File: src/rtl/rv32_mem_stage.sv
// rv32 memory stage: performs loads/stores for the instruction in exec_mem_buff
// over a req/gnt/rvalid port and registers the result into mem_wb_buff.
// Ports:
//   clk, resetn    clock, asynchronous active-low reset
//   exec_mem_buff  instruction from exec (mem_addr, wb_result = store data)
//   mem_wb_buff    registered writeback buffer (NOP bubble while stalled)
//   mem_stall      holds exec and earlier stages while an access is outstanding
//   wb_bypass      mem_wb_buff.wb_result, forwarded by exec
//   dmem           data-memory port (rv32_mem_stage_if.master)
//   misalign_fault 1-cycle pulse on misaligned half/word access
//                  (only with RV32_MEM_MISALIGN_TRAP_EN defined)
// Build option: RV32_MEM_MISALIGN_TRAP_EN traps misaligned accesses; without it
// the low address bits are forced to natural alignment.

package rv32_mem_pkg;
   localparam logic [31:0] RV_NOP = 32'h0000_0013;

   typedef enum logic [3:0] {
      MEM_NONE, LB, LH, LW, LBU, LHU, SB, SH, SW
   } mem_op_t;

   typedef struct packed {
      mem_op_t    mem_op;
      logic       reg_we;
      logic [4:0] rd;
   } decoded_instr_t;

   typedef struct packed {
      logic [31:0]    instr;
      logic [31:0]    pc;
      decoded_instr_t decoded_instr;
      logic [31:0]    mem_addr;
      logic [31:0]    wb_result;
   } exec_mem_buffer_t;

   typedef struct packed {
      logic [31:0]    instr;
      logic [31:0]    pc;
      decoded_instr_t decoded_instr;
      logic [31:0]    wb_result;
   } mem_wb_buffer_t;

   function automatic decoded_instr_t create_nop_ctrl();
      decoded_instr_t c;
      c.mem_op = MEM_NONE;
      c.reg_we = 1'b0;
      c.rd     = 5'd0;
      return c;
   endfunction

   function automatic mem_wb_buffer_t nop_wb_buff();
      mem_wb_buffer_t b;
      b.instr         = RV_NOP;
      b.pc            = 32'd0;
      b.decoded_instr = create_nop_ctrl();
      b.wb_result     = 32'd0;
      return b;
   endfunction
endpackage

module rv32_mem_stage
   import rv32_mem_pkg::*;
#(
   parameter int unsigned ADDR_W = 32
) (
   input  logic                    clk,
   input  logic                    resetn,
   input  exec_mem_buffer_t        exec_mem_buff,
   output mem_wb_buffer_t          mem_wb_buff,
   output logic                    mem_stall,
   output logic [31:0]             wb_bypass,
`ifdef RV32_MEM_MISALIGN_TRAP_EN
   output logic                    misalign_fault,
`endif
   rv32_mem_stage_if.master        dmem
);

   typedef enum logic [1:0] {StIdle, StWaitGnt, StWaitRvalid} state_t;

   state_t           state_q, state_d;
   exec_mem_buffer_t hold_q, hold_d;
   mem_wb_buffer_t   mem_wb_q, mem_wb_d;
   logic             fault_q, fault_d;

   exec_mem_buffer_t cur;
   mem_op_t          op;
   logic             is_byte, is_half, is_word, is_load, is_store, is_mem;
   logic             misaligned;
   logic [1:0]       ofs;
   logic [3:0]       be;
   logic [31:0]      wdata;
   logic [31:0]      shifted;
   logic [31:0]      ld_data;
   logic             req;
   mem_wb_buffer_t   pass;

   // Outside IDLE the access is driven from the copy captured at issue, so the
   // request stays stable even if the upstream buffer changes.
   always_comb begin
      cur      = (state_q == StIdle) ? exec_mem_buff : hold_q;
      op       = cur.decoded_instr.mem_op;
      is_byte  = op inside {LB, LBU, SB};
      is_half  = op inside {LH, LHU, SH};
      is_word  = op inside {LW, SW};
      is_store = op inside {SB, SH, SW};
      is_load  = op inside {LB, LH, LW, LBU, LHU};
      is_mem   = is_load | is_store;
      ofs      = cur.mem_addr[1:0];
      misaligned = (is_half & ofs[0]) | (is_word & (ofs != 2'b00));
`ifndef RV32_MEM_MISALIGN_TRAP_EN
      if (is_half) ofs[0] = 1'b0;
      if (is_word) ofs    = 2'b00;
`endif

      be    = 4'b0000;
      wdata = cur.wb_result;
      if (is_byte) begin
         be    = 4'b0001 << ofs;
         wdata = {4{cur.wb_result[7:0]}};
      end else if (is_half) begin
         be    = ofs[1] ? 4'b1100 : 4'b0011;
         wdata = {2{cur.wb_result[15:0]}};
      end else if (is_word) begin
         be    = 4'b1111;
      end

      shifted = dmem.dmem_rdata >> {ofs, 3'b000};
      case (op)
         LB:      ld_data = {{24{shifted[7]}}, shifted[7:0]};
         LBU:     ld_data = {24'd0, shifted[7:0]};
         LH:      ld_data = {{16{shifted[15]}}, shifted[15:0]};
         LHU:     ld_data = {16'd0, shifted[15:0]};
         default: ld_data = shifted;
      endcase

      pass.instr         = cur.instr;
      pass.pc            = cur.pc;
      pass.decoded_instr = cur.decoded_instr;
      pass.wb_result     = cur.wb_result;
   end

   always_comb begin
      state_d   = state_q;
      hold_d    = hold_q;
      mem_wb_d  = nop_wb_buff();
      req       = 1'b0;
      mem_stall = 1'b0;
      fault_d   = 1'b0;

      case (state_q)
         StIdle: begin
            hold_d = exec_mem_buff;
            if (!is_mem) begin
               mem_wb_d = pass;
`ifdef RV32_MEM_MISALIGN_TRAP_EN
            end else if (misaligned) begin
               fault_d = 1'b1;
`endif
            end else begin
               req = 1'b1;
               if (is_store && dmem.dmem_gnt) begin
                  mem_wb_d = pass;
               end else begin
                  mem_stall = 1'b1;
                  state_d   = dmem.dmem_gnt ? StWaitRvalid : StWaitGnt;
               end
            end
         end
         StWaitGnt: begin
            req = 1'b1;
            // A granted store retires now; stalling would make exec re-present it.
            if (is_store && dmem.dmem_gnt) begin
               mem_wb_d = pass;
               state_d  = StIdle;
            end else begin
               mem_stall = 1'b1;
               if (dmem.dmem_gnt) state_d = StWaitRvalid;
            end
         end
         StWaitRvalid: begin
            if (dmem.dmem_rvalid) begin
               mem_wb_d           = pass;
               mem_wb_d.wb_result = ld_data;
               state_d            = StIdle;
            end else begin
               mem_stall = 1'b1;
            end
         end
         default: state_d = StIdle;
      endcase
   end

   always_ff @(posedge clk or negedge resetn) begin
      if (!resetn) begin
         state_q  <= StIdle;
         hold_q   <= '0;
         mem_wb_q <= nop_wb_buff();
         fault_q  <= 1'b0;
      end else begin
         state_q  <= state_d;
         hold_q   <= hold_d;
         mem_wb_q <= mem_wb_d;
         fault_q  <= fault_d;
      end
   end

   assign dmem.dmem_req   = req;
   assign dmem.dmem_we    = req & is_store;
   assign dmem.dmem_addr  = req ? {cur.mem_addr[ADDR_W-1:2], 2'b00} : '0;
   assign dmem.dmem_be    = req ? be : 4'b0000;
   assign dmem.dmem_wdata = req ? wdata : 32'd0;

   assign mem_wb_buff = mem_wb_q;
   assign wb_bypass   = mem_wb_q.wb_result;

`ifdef RV32_MEM_MISALIGN_TRAP_EN
   assign misalign_fault = fault_q;
`else
   logic unused_fault;
   assign unused_fault = fault_q ^ fault_d ^ misaligned;
`endif

endmodule

File: src/rtl/rv32_mem_stage_if.sv
// Data-memory port of the rv32 memory stage: req/gnt handshake for the request
// phase, rvalid for load data return.
//   master : memory stage (drives request fields, receives gnt/rvalid/rdata)
//   slave  : data memory
interface rv32_mem_stage_if #(
   parameter int unsigned ADDR_W = 32
);
   logic              dmem_req;
   logic              dmem_we;
   logic [ADDR_W-1:0] dmem_addr;
   logic [3:0]        dmem_be;
   logic [31:0]       dmem_wdata;
   logic              dmem_gnt;
   logic              dmem_rvalid;
   logic [31:0]       dmem_rdata;

   modport master (
      output dmem_req, dmem_we, dmem_addr, dmem_be, dmem_wdata,
      input  dmem_gnt, dmem_rvalid, dmem_rdata
   );

   modport slave (
      input  dmem_req, dmem_we, dmem_addr, dmem_be, dmem_wdata,
      output dmem_gnt, dmem_rvalid, dmem_rdata
   );
endinterface

File: src/flat_wrapper.sv
// flat-port wrapper written by rule: the top's interface ports become plain ports
module rv32_mem_stage_flat import rv32_mem_pkg::*;
#(
   parameter int unsigned ADDR_W = 32
)
  (clk, resetn, exec_mem_buff, mem_wb_buff, mem_stall, wb_bypass, dmem_dmem_req, dmem_dmem_we, dmem_dmem_addr, dmem_dmem_be, dmem_dmem_wdata, dmem_dmem_gnt, dmem_dmem_rvalid, dmem_dmem_rdata);
  rv32_mem_stage_if #(.ADDR_W(ADDR_W)) dmem_i ();
  input  logic clk;
  input  logic resetn;
  input  exec_mem_buffer_t exec_mem_buff;
  output mem_wb_buffer_t mem_wb_buff;
  output logic mem_stall;
  output logic [31:0] wb_bypass;
  output wire logic [$bits(dmem_i.dmem_req)-1:0] dmem_dmem_req;
  output wire logic [$bits(dmem_i.dmem_we)-1:0] dmem_dmem_we;
  output wire logic [$bits(dmem_i.dmem_addr)-1:0] dmem_dmem_addr;
  output wire logic [$bits(dmem_i.dmem_be)-1:0] dmem_dmem_be;
  output wire logic [$bits(dmem_i.dmem_wdata)-1:0] dmem_dmem_wdata;
  input wire logic [$bits(dmem_i.dmem_gnt)-1:0] dmem_dmem_gnt;
  input wire logic [$bits(dmem_i.dmem_rvalid)-1:0] dmem_dmem_rvalid;
  input wire logic [$bits(dmem_i.dmem_rdata)-1:0] dmem_dmem_rdata;
  assign dmem_dmem_req = dmem_i.dmem_req;
  assign dmem_dmem_we = dmem_i.dmem_we;
  assign dmem_dmem_addr = dmem_i.dmem_addr;
  assign dmem_dmem_be = dmem_i.dmem_be;
  assign dmem_dmem_wdata = dmem_i.dmem_wdata;
  assign dmem_i.dmem_gnt = dmem_dmem_gnt;
  assign dmem_i.dmem_rvalid = dmem_dmem_rvalid;
  assign dmem_i.dmem_rdata = dmem_dmem_rdata;
  rv32_mem_stage #(.ADDR_W(ADDR_W)) u_core (.clk(clk), .resetn(resetn), .exec_mem_buff(exec_mem_buff), .mem_wb_buff(mem_wb_buff), .mem_stall(mem_stall), .wb_bypass(wb_bypass), .dmem(dmem_i));
endmodule
File: config.mk
export PLATFORM = sky130hd
export DESIGN_NAME = rv32_mem_stage_flat
export DESIGN_NICKNAME = d
export VERILOG_FILES = /design/src/rtl/rv32_mem_stage.sv /design/src/rtl/rv32_mem_stage_if.sv /design/src/flat_wrapper.sv
export SDC_FILE = /design/constraint.sdc
export NUM_CORES = 1
export LEC_CHECK = 0
export ABC_AREA = 0
export BUFFER_PORTS_ARGS = -buffer_cell sky130_fd_sc_hd__buf_2
export CORE_UTILIZATION = 40
export CTS_BUF_LIST = sky130_fd_sc_hd__clkbuf_4 sky130_fd_sc_hd__clkbuf_8 sky130_fd_sc_hd__clkbuf_16
export DETAILED_ROUTE_END_ITERATION = 16
export PLACE_DENSITY_LB_ADDON = 0.12
export SETUP_SLACK_MARGIN = 0.05
export SLEW_MARGIN = 25
export SYNTH_ARGS = -nofsm -noshare
export SYNTH_HDL_FRONTEND = slang
export SYNTH_SLANG_ARGS = --single-unit
File: constraint.sdc
create_clock -name clk -period 4.01 [get_ports clk]
set_input_delay 1.203 -clock clk [delete_from_list [all_inputs] [get_ports clk]]
set_output_delay 1.203 -clock clk [all_outputs]
set_load 0.02 [all_outputs]
==> results of run 1 <==
worst min-delay path, cell delays in order, from the launching register on:
cell and delay [ns]:
dfrtp_1 0.32, nand2_1 0.06, nand2_1 0.06
synthesized netlist by cell type, types with 2 or more instances:
cell type	number	area, um^2
dfrtp_1	243	6080
nor3_1	2	10.0
or3b_2	3	26.3
nor2b_1	3	18.8
buf_4	40	300
a211oi_1	16	120
a21boi_0	12	90.1
o2bb2ai_1	3	26.3
o221ai_1	12	105
buf_6	2	22.5
buf_1	6	22.5
nor2_1	52	195
o21a_1	3	22.5
a311o_1	4	40.0
o22ai_1	20	125
inv_2	4	15.0
mux2i_1	9	90.1
xnor2_1	2	17.5
nor4_1	2	12.5
o21ai_0	23	115
o21ai_2	3	26.3
o2111ai_1	2	17.5
a22o_1	2	17.5
inv_1	36	135
dfstp_2	3	78.8
nand2_1	388	1460
nand2b_1	2	12.5
o31ai_1	7	52.6
o2111a_1	2	22.5
and3_1	6	37.5
a31o_2	8	70.1
a32o_1	3	30.0
and2_1	11	68.8
buf_2	19	95.1
o211ai_1	18	135
a21oi_1	152	761
nand3_1	23	115
clkbuf_1	45	169
a221oi_1	7	61.3
per-layer routing:
metal	track usage, %	routed length, um	part of all wire [%]	vias up
li1	-	-	-	4974
met1	34.9	15600	40	5055
met2	43.3	18700	48	480
met3	6.97	3380	8.6	86
met4	11.4	1430	3.6	10
met5	0	65	0.17	-
final cells by class:
type,count,area (um^2),share of cell area [%]
diodes,5,12.5,0.0768
clock buffers,41,853,5.24
clock inverters,10,130,0.799
inverters,40,155,0.953
multi-input cells,831,4920,30.2
flip-flops and latches,246,6160,37.8
well taps,372,465,2.86
repair buffers,508,3580,22.0
power by group through the flow:
| stage | clock network [mW] | registers [mW] | logic (mW) |
|---|---|---|---|
| final | 2.67 | 3.93 | 10.3 |
| after global routing | 2.83 | 4.02 | 11.1 |
| after CTS | 2.73 | 3.93 | 10.0 |
| after detailed placement | 0 | 3.96 | 8.74 |
| after global placement | 0 | 3.94 | 8.68 |
| after floorplan | 0 | 4.27 | 5.42 |
through the flow:
step           setup WS [ns]  hold slack, ns
2_1_floorplan         -0.137           0.439
3_3_place_gp          -0.293           0.450
3_5_place_dp          -0.308           0.456
4_1_cts               -0.161           0.471
5_1_grt               -0.222           0.479
6_report              -0.180           0.467
cells in the final DEF, fill, tap and decap left out, types with 9 or more instances in the layout:
master,count
a21oi_1,114
a21oi_2,26
a21oi_4,13
and2_1,9
buf_12,17
buf_2,311
buf_4,126
buf_6,42
clkbuf_16,29
dfrtp_1,241
inv_1,33
nand2_1,385
nand3_1,23
nor2_1,20
nor2_2,12
nor2_4,22
o211ai_1,18
o21ai_0,21
o221ai_1,12
o22ai_1,17
what timing repair did:
action                     CTS  global route
pin swaps                   31            25
setup endpoints to repair   61            69
setup buffers               20             5
gates cloned                 6             0
resized for setup          175            40
hold buffers                 0             0
final timing paths:
path | from | to | slack, ns | cells past startpoint
max | exec_mem_buff[72] | dmem_dmem_wdata[30] | -0.18 | 13
min | u_core.hold_q[123]$_DFF_PN0_ | u_core.hold_q[123]$_DFF_PN0_ | 0.47 | 2
max reg2reg | u_core.state_q[1]$_DFFE_PN0P_ | u_core.wb_bypass[30]$_DFF_PN0_ | 0.74 | 11
min reg2reg | u_core.hold_q[123]$_DFF_PN0_ | u_core.hold_q[123]$_DFF_PN0_ | 0.47 | 2
max in group asynchronous | resetn | u_core.mem_wb_buff[74]$_DFF_PN1_ | 2.52 | 2
min in group asynchronous | resetn | u_core.mem_wb_buff[33]$_DFF_PN0_ | 0.62 | 1
registers in the layout (all words and copies together) (netlist names):
register,cells
u_core.wb_bypass,32
u_core.state_q,2
u_core.mem_wb_buff,74
u_core.hold_q,138
logic make-up after synthesis:
group / count (synthesis) / share of synthesized area [%]
compound gates: 310 / 18.0
xor+xnor: 3 / 0.236
buf+inv: 152 / 6.81
flops: 246 / 55.2
mux: 11 / 1.13
other cells: 1 / 0.0336
simple gates: 505 / 18.6
==> results.txt, run 1 <==
Placed Cells: 1966
Global-route wire length before repair: 59100 um
Crit Path Max Fanout: 5
DRT Pass-1 Iters: 5
Worst slew slack as a fraction of its limit: 33.0%
Reg clk slew, reported paths: 0.06 ns
Number of standard cells after synthesis: 1228
Total Die Area: 28500 um^2
Post-DP HPWL: 27400 um
WP data arrival: 2.99 ns
Placed standard-cell area: 14200 um^2
Final hold viol count: 0
Achievable frequency: 0.239 GHz
Net Sw Frac: 45.0%
Layout filler cell count: 2370
CP Capture Type: output port
Clock power frac: 15.8%
Type of the worst setup path: input pin to output port
Total Wirelength: 39200 um
Final count of pins violating max slew: 0
Sw Pwr: 7.62 mW
Max Cap Violations: 0
Remaining routing DRC violations: 0
Residual overflow from global routing: 0
Overall routing resource usage: 27.1%
Fraction of layout cells with a size suffix above 1: 41.8%
Placer Congestion: 0.903
Buffer type at the clock tree root: clkbuf_16
Initial antenna violation count: 10
Cell variety after synth: 69
Remaining antenna violation count after routing: 0
Total power per unit cell area: 1040 nW/um^2
Post-Route Utilization: 59.9%
Final count of negative-setup-slack endpoints: 66
Post-route cell area: 16300 um^2
Buffers added on ports: 380
Slowest cell on the critical path: or3b_4
Critical Path RT: 2.81 ns
I/O pin cnt: 383
Number of global-route vias before repair: 10287
Sequential share of power: 23.2%
Critical Path, Cell by Cell: buf_6, or3b_4, and2_4, buf_4, nor2_4, o21ai_4, buf_12, buf_12, buf_6, nor2_4, inv_2, a21oi_2, buf_4
Drt initial violations: 835
Max H-tree Level: 1
Post-layout min period: 4.19 ns
Cell area after synthesis: 11100 um^2
Skew-Pair Late Insertion Delay: 0.54 ns
Unrepaired setup endpoints after global routing: true
Die width: 169 um
Maximum count of clock buffers along a single path: 3
Outcome: finished with violations
Post-synth EDFFs: 0
Placeable core region: 27200 um^2
Synth warn: 0
Setup total negative slack: -5.64 ns
FFs w/ async S/R, synth: 100%
Routed via count divided by cell count: 5.17
Type of element launching the critical path: input pin
CP Buf/Inv Count: 7
Worst stage delay on the critical path: 0.36 ns
Count of vias placed by the detailed router: 10605
Pin count of the biggest net entering global routing: 66
Site Rows: 60
Final Non-Filler Cells: 2053
Violations in the final reports: setup timing
Area grow syn2layout: 46.1%
Total Power: 16.9 mW
Final nets: 1829
Internal power: 9.30 mW
Avg Cell Area, Syn: 9.08 um^2
Per-cell routed wire length: 19.1 um
Worst slew pin tran: 1.00 ns
Vert. Die Dim: 169 um
Initial standard-cell utilization of the core: 41.0%
Worst setup skew after layout: 0.00991 ns
Part of the cycle the worst path needs: 104%
Sequential fraction of the synthesis area: 55.2%
Leakage power: 8.38 nW
Clock tree from TritonCTS: built
Kind of cell adding the most delay to the critical path: buffers and inverters
Clock buffers created by TritonCTS: 28
Peak supply drop: 0.000628 V
Hold crit path type: register to register
Most used DFF post-synth: dfrtp_1
Register bit total from synthesis: 246
Logic gate share of total power: 61.0%
Sinks on the clock net: 246
Fin worst setup slack: -0.180 ns
Power figures use the tool's default switching activity.
==> run 2: changes to the inputs <==
CELL_PAD_IN_SITES_DETAIL_PLACEMENT = 0   (was not set)
CELL_PAD_IN_SITES_GLOBAL_PLACEMENT = 2   (was not set)
CORE_UTILIZATION = 26   (was 40)
CTS_CLUSTER_SIZE = 40   (was not set)
==> run 2 against run 1 <==
Net effect: clock skew is 0.00084 ns lower; power rose by 2.7%; critical path type unchanged; setup slack about the same; utilization shrank 20 points; sequential share of layout area down 1.1 points; cell count increased by 8.1%; largest power group unchanged; the flow still finishes with violations (setup timing); clock power increased by 7%; combinational power is essentially flat; count of clock-buffer cells in the layout increased by 6; first-iteration DRC count is 30% lower.
==> results.txt, run 2 (same netlist as run 1, synthesis figures left out) <==
Type of the worst setup path: input pin to output port
CP Buf/Inv Count: 4
Flip-flop count of the largest register after layout: 138
Most Frequent Cell on Critical Path: buf_6
Buffer type at the clock tree root: clkbuf_16
Setup total negative slack: -5.20 ns
Remaining antenna violation count after routing: 0
Max Cap Violations: 0
Total Power: 17.4 mW
I/O pin cnt: 383
Type of element launching the critical path: input pin
Pin count of the biggest net entering global routing: 99
Critical Path, Cell by Cell: buf_6, or3b_4, and2_4, buf_6, o22ai_4, nand2_4, nand2_8, buf_12, nor2_4, a211oi_4, buf_6
Most used cells in the layout excluding fill and tap cells: nand2_1, buf_2, dfrtp_1
Site Rows: 75
Initial antenna violation count: 11
Clock tree from TritonCTS: built
Placed Cells: 2126
Fraction of layout cells with a size suffix above 1: 42.9%
Hold crit path type: register to register
Critical Path RT: 2.81 ns
Fin worst setup slack: -0.180 ns
CP Capture Type: output port
Peak supply drop: 0.000507 V
Final nets: 1829
Worst slew pin tran: 0.868 ns
Global-route wire length before repair: 66400 um
Post-Route Utilization: 39.8%
Most common cell after layout, fill and taps aside: nand2_1
Max H-tree Level: 1
Vert. Die Dim: 209 um
Leakage power: 8.46 nW
Final count of pins violating max slew: 0
Total power per unit cell area: 1040 nW/um^2
Total Die Area: 43700 um^2
Clock buffers created by TritonCTS: 30
Post-layout min period: 4.19 ns
Largest Register: u_core.hold_q
Outcome: finished with violations
Achievable frequency: 0.239 GHz
Final Non-Filler Cells: 2219
Per-cell routed wire length: 20.1 um
DRT Pass-1 Iters: 4
Count of vias placed by the detailed router: 10489
Residual overflow from global routing: 0
Overall routing resource usage: 20.0%
Worst setup skew after layout: 0.00907 ns
Remaining routing DRC violations: 0
Reg clk slew, reported paths: 0.06 ns
Worst Hold Margin: 0.465 ns
WP data arrival: 2.99 ns
Area grow syn2layout: 50.4%
Placeable core region: 42100 um^2
Sinks on the clock net: 246
Placed standard-cell area: 14300 um^2
Slowest cell on the critical path: or3b_4
Worst slew slack as a fraction of its limit: 42.0%
Post-route cell area: 16800 um^2
Final count of negative-setup-slack endpoints: 50
Kind of cell adding the most delay to the critical path: simple AND/OR/NAND/NOR gates
Die width: 209 um
Worst stage delay on the critical path: 0.36 ns
Place WS: -0.312 ns
Number of global-route vias before repair: 10592
Placer Congestion: 0.824
Final hold viol count: 0
Crit Path Max Fanout: 6
Maximum count of clock buffers along a single path: 3
Unrepaired setup endpoints after global routing: true
Layout filler cell count: 4289
Total Wirelength: 44600 um
Part of the cycle the worst path needs: 104%
Drt initial violations: 582
Post-DP HPWL: 31600 um
Violations in the final reports: setup timing
Skew-Pair Late Insertion Delay: 0.57 ns
Buffers added on ports: 380
Routed via count divided by cell count: 4.73
Initial standard-cell utilization of the core: 26.5%
Count of hold-fix buffers inserted at cts: 0
run 2: path summary, 6_finish.rpt:
check	slack, ns	depth (start not counted)	end	startpoint
min in group asynchronous	0.64	1	u_core.mem_wb_buff[53]$_DFF_PN0_	resetn
setup / recovery	-0.18	11	dmem_dmem_wdata[20]	exec_mem_buff[72]
hold / removal	0.46	2	u_core.hold_q[130]$_DFF_PN0_	u_core.hold_q[130]$_DFF_PN0_
setup reg to reg	0.53	10	u_core.wb_bypass[24]$_DFF_PN0_	u_core.state_q[1]$_DFFE_PN0P_
hold reg to reg	0.46	2	u_core.hold_q[130]$_DFF_PN0_	u_core.hold_q[130]$_DFF_PN0_
max in group asynchronous	2.46	2	u_core.hold_q[6]$_DFF_PN0_	resetn
run 2: final cells by class:
cell class	instances	area, um^2	share of cell area, %
Antenna cell	3	7.51	0.0448
Clock buffer	47	916	5.46
Clock inverter	7	135	0.806
Inverter	40	155	0.925
Multi-Input combinational cell	831	5020	30.0
Sequential cell	246	6170	36.8
Tap cell	539	674	4.02
Timing Repair Buffer	506	3690	22.0
run 2: where the power goes:
group          total [mW]  internal, mW  switching (mW)  leakage, nW
Clock                2.85          1.76            1.09        0.529
Combinational        10.6          4.17            6.43         4.86
Sequential           3.92          3.56           0.361         3.08
run 2: layer usage:
| layer | share of wire (%) | up-vias | track usage (%) |
|---|---|---|---|
| met2 | 47 | 315 | 31.8 |
| li1 | - | 4977 | - |
| met1 | 44 | 5090 | 26.8 |
| met3 | 5.1 | 89 | 4.01 |
| met4 | 3.7 | 18 | 7.40 |
| met5 | 0.25 | - | 0 |
run 2: tightest hold or removal path, cell delays in order (launching register included):
cell and delay, ns:
dfrtp_1 0.32, nand2_1 0.06, nand2_1 0.06
run 2: repair_timing:
action / 4_1_cts / 5_1_grt
buffers inserted: 16 / 12
gates resized for setup: 197 / 59
cloned: 8 / 0
pin swaps: 31 / 15
endpoints found under the setup margin: 62 / 69
